## config.mk

```make
export PLATFORM = sky130hd
export DESIGN_NAME = pipe_stage_skid
export DESIGN_NICKNAME = d
export VERILOG_FILES = /design/src/rtl/pipe_stage_skid.sv
export SDC_FILE = /design/constraint.sdc
export NUM_CORES = 1
export LEC_CHECK = 0
export BUFFER_PORTS_ARGS = -buffer_cell sky130_fd_sc_hd__buf_2
export CAP_MARGIN = 20
export CORE_ASPECT_RATIO = 0.9
export CORE_MARGIN = 8
export CORE_UTILIZATION = 45
export DETAILED_ROUTE_END_ITERATION = 10
export PLACE_DENSITY = 0.67
export SLEW_MARGIN = 20
export SYNTH_ARGS = -nofsm -noshare
export SYNTH_HDL_FRONTEND = slang
export SYNTH_SLANG_ARGS = --single-unit
```

## constraint.sdc

```tcl
create_clock -name clk_i -period 2.7 [get_ports clk_i]
set_input_delay 0 -clock clk_i [delete_from_list [all_inputs] [get_ports clk_i]]
set_output_delay 0 -clock clk_i [all_outputs]
set_load 0.01 [all_outputs]
```

## src/rtl/pipe_stage_skid.sv

```systemverilog
// Two-entry pipeline stage (main + skid) with a registered ready, so upstream
// never sees a combinational path from out_ready_i. Supports flush-to-bubble.
module pipe_stage_skid #(
    parameter int unsigned       DATA_W    = 64,
    parameter logic [DATA_W-1:0] FLUSH_VAL = {DATA_W{1'b0}}
) (
    input  logic              clk_i,
    input  logic              rst_i,
    input  logic              flush_i,
    input  logic              in_valid_i,
    input  logic [DATA_W-1:0] in_data_i,
    output logic              in_ready_o,
    output logic              out_valid_o,
    output logic [DATA_W-1:0] out_data_o,
    input  logic              out_ready_i,
    output logic [1:0]        occ_o
);

    logic              main_valid_q, main_valid_d;
    logic [DATA_W-1:0] main_data_q,  main_data_d;
    logic              skid_valid_q, skid_valid_d;
    logic [DATA_W-1:0] skid_data_q,  skid_data_d;
    logic              in_ready_q,   in_ready_d;
    logic [1:0]        occ_q,        occ_d;

    logic in_xfer;
    logic out_xfer;

    assign in_xfer  = in_valid_i & in_ready_q;
    assign out_xfer = main_valid_q & out_ready_i;

    always_comb begin
        // NOTE: every signal gets a default first so no path leaves it unassigned (no latch).
        main_valid_d = main_valid_q;
        main_data_d  = main_data_q;
        skid_valid_d = skid_valid_q;
        skid_data_d  = skid_data_q;

        if (flush_i) begin
            main_valid_d = 1'b0;
            main_data_d  = FLUSH_VAL;
            skid_valid_d = 1'b0;
            skid_data_d  = FLUSH_VAL;
        end else if (main_valid_q) begin
            if (out_xfer) begin
                if (skid_valid_q) begin
                    // Ready was low, so no input can arrive this cycle.
                    main_data_d  = skid_data_q;
                    skid_valid_d = 1'b0;
                end else if (in_xfer) begin
                    main_data_d = in_data_i;
                end else begin
                    // Drained with no refill: data is kept, only valid drops.
                    main_valid_d = 1'b0;
                end
            end else if (in_xfer) begin
                skid_data_d  = in_data_i;
                skid_valid_d = 1'b1;
            end
        end else if (in_xfer) begin
            main_data_d  = in_data_i;
            main_valid_d = 1'b1;
        end

        in_ready_d = ~skid_valid_d;
        occ_d      = {1'b0, main_valid_d} + {1'b0, skid_valid_d};
    end

    always_ff @(posedge clk_i) begin
        // NOTE: sequential state uses non-blocking assignments so all flops update together.
        if (rst_i) begin
            // NOTE: data entries are reset too, because the bubble value must be visible after reset.
            main_valid_q <= 1'b0;
            main_data_q  <= FLUSH_VAL;
            skid_valid_q <= 1'b0;
            skid_data_q  <= FLUSH_VAL;
            in_ready_q   <= 1'b1;
            occ_q        <= 2'd0;
        end else begin
            main_valid_q <= main_valid_d;
            main_data_q  <= main_data_d;
            skid_valid_q <= skid_valid_d;
            skid_data_q  <= skid_data_d;
            in_ready_q   <= in_ready_d;
            occ_q        <= occ_d;
        end
    end

    assign in_ready_o  = in_ready_q;
    assign out_valid_o = main_valid_q;
    assign out_data_o  = main_data_q;
    assign occ_o       = occ_q;

endmodule

```

==> impl_results.md <==
- Max Root-Sink Buffers: 2
- Final setup vio count: 0
- Die Y: 118.0 microns
- CTS clock-pin slew for the worst setup and hold paths: around 50 ps
- Worst setup EP type: register
- Register area share after synthesis: 51.15%
- RSZ-0062 raised after global routing: no
- Die W: approximately 130 microns
- DRC viols: 0
- Peak supply drop: 0.3721 mV
- CP max stage delay: 420 ps
- Clock buffer count from CTS: 17
- Post-DRT Antenna Nets: 0
- Power Density: 643.5 mW/mm^2
- Area of the multi-input gates: approximately 0.0023 sq mm
- Post_cts resized: 0
- CP bufs+invs: 2
- Initial DRC Count: approximately 400
- Syn avg cell area: just under 8 sq um
- Drt via density: between 5 and 6
- Number of synthesized flops with an enable pin: 0
- Synth top cells by count: nand2_1 (193), dfxtp_1 (133), a21oi_1 (66), nand3_1 (66), nor2_1 (65)
- Mapped Cells: around 660
- First-pass GRT wire length: 24,840 microns
- Synth warnings: 0
- Worst Reg-to-Reg Cells: 6
- Delay-heaviest family, CP: buffers and inverters
- Register area: approximately 0.0027 sq mm
- Nets: 906
- Buffers on Ports: 136
- Hold Crit Class: in2reg
- Status: complete, no violations
- # H-tree levels: 4
- Layout cell share with drive strength beyond 1: 21.32%
- Row count: 37
- TritonCTS clock tree: yes
- # fillers: just over 900
- CP Cell Sequence: buf_4 > nand3_1 > a221o_1 > inv_1 > ha_1 > nor2b_1
- Fin. Hold Viols: 0
- GRT Residual Overflow: 0
- DRT Pass-1 Iters: 5
- Number of cells on the critical path: 6
- Avg WL per Cell: 15.07 microns
- Num ports: 137
- Hold path depth: 3
- MaxCap Viol Count: 0
- Worst-Margin Slew: 734.9 ps
- Area delta synth->final: 38.39%
- Primary FF master, synth: dfxtp_1
- Max frequency: approximately 0.57 GHz
- Post-Route Skew: ~4.4 ps
- RePlAce Congestion: 0.7596
- Worst-Skew Late Latency: 400 ps
- Vias in the first global route: 5,203
- Max_slew headroom: 51.01%
- Slew Limit Fails: 0
- DPL Wire Length: 9268 microns
- Async S/R FF share, synth: 0%
- Req. time, crit path: roughly 3000 ps
- Post-layout min period: 1754 ps
- Largest net degree at the start of global routing: between 70 and 80
- Arr. time, crit path: 2050 ps
- Starting density of the core: a little under half
- Global Route Usage Sum: between 10% and 20%
- Final period util: between 60% and 70%
- Top-count cell post-synth: nand2_1
- CP startpoint kind: register
- Vias: between 5,000 and 6,000
- Total Routed Length: approximately 15,000 microns
- Cell taking the most area after synthesis: dfxtp_1
- Number of synthesized register bits: between 100 and 150
- Unique cell type count in the Yosys netlist: 20
- Setup CP Type: reg2reg
- Final hold slack: 38.83 ps
- Crit-path max FO: 44
- Synth Cell Area: around 0.0052 sq mm
- Core area: 0.01134 sq mm
- Synth area leaders: dfxtp_1 (51%), nand2_1 (14%), a311oi_1 (11%), a21oi_1 (6.3%), nand3_1 (6.3%)
- Post-synth top area share: 51.15%
- Syn Nets: about 730
- Register-to-register setup slack: between 900 and 1000 ps
- Sum Neg Setup Slack: 0 ps
- CP max stage cell: buf_4
- Initial antenna violation count: 1
- Clock Root Buffer: clkbuf_16
- Num Clock Sinks: between 100 and 150
- Die area: 0.01527 sq mm
- Leakage power: 2.961 nW
area by class of cell:
cell class,count,share of cell area [%]
Timing Repair Buffer,215,20.36
Sequential cell,133,37.00
Antenna cell,1,0.03474
Inverter,3,0.1563
Clock buffer,29,7.226
Clock inverter,3,0.5558
Multi-Input combinational cell,466,31.96
Tap cell,156,2.710
cell usage in the layout, fill, tap and decap left out, drive strengths merged:
master	n
a221o	1
clkbuf	29
nand2	193
inv	3
o21ai	1
a21oi	67
clkinv	2
dfxtp	133
nor2	65
nand3	66
a311oi	63
buf	148
a21boi	1
nand2b	1
bufinv	1
diode	1
or2	2
nor2b	4
a22o	1
ha	1
dlygate4sd3	67
flip-flops by register name (all words and copies together), names as in the netlist:
name / flops
skid_data_q: 64
in_ready_o: 1
out_valid_o: 1
skid_valid_q: 1
occ_o: 2
out_data_o: 64
worst min-delay path, cell delays in order:
cell	delay (ps)
buf_2	130
a221o_1	170
or2_2	110
stage by stage:
step	cells	worst slack (ps)	util [%]	instance area, sq um	total power [mW]
after global routing	1006	829.7	63.51	7203	4.824
after detailed placement	906	969.5	52.63	5969	2.446
after global placement	906	1020	52.63	5969	2.435
after CTS	1005	972.9	63.49	7201	4.675
final	1006	945.5	63.51	7203	4.635
after floorplan	663	1277	-	5205	2.281
report_power, final:
group / leakage, nW / internal, mW / switching [mW]
registers: 1.08 / 2.02 / 0.0289
clock network: 0.276 / 1.39 / 0.768
logic: 1.60 / 0.195 / 0.238
cell families after synthesis:
logic type                 Yosys count  synth area share, %
buffers and inverters               64                5.096
AOI/OAI and AO/OA                  134                17.72
adders and majority gates            1               0.2403
and+or+nand+nor                    331                25.79
DFF                                133                51.15
worst paths after layout:
check            startpoint        endpoint
max             out_valid_o        occ_o[0]
min             out_ready_i      in_ready_o
max reg2reg     out_valid_o        occ_o[0]
min reg2reg  skid_data_q[8]  skid_data_q[8]
routing by layer:
metal  vias up  global-route usage (%)  routed length (microns)
met2       173                   32.60                     7384
met1      2490                   23.87                     6531
li1       2626                       -                        -
met4         0                   7.483                      277
met3        19                   5.888                      972
met5         -                       0                        0
repair_timing:
| action | 4_1_cts | 5_1_grt |
|---|---|---|
| hold endpoints to repair | 133 | 0 |
| hold buffers | 67 | 0 |
| buffers inserted | 0 | 0 |
Note: power is estimated with default switching activity, not from simulation.
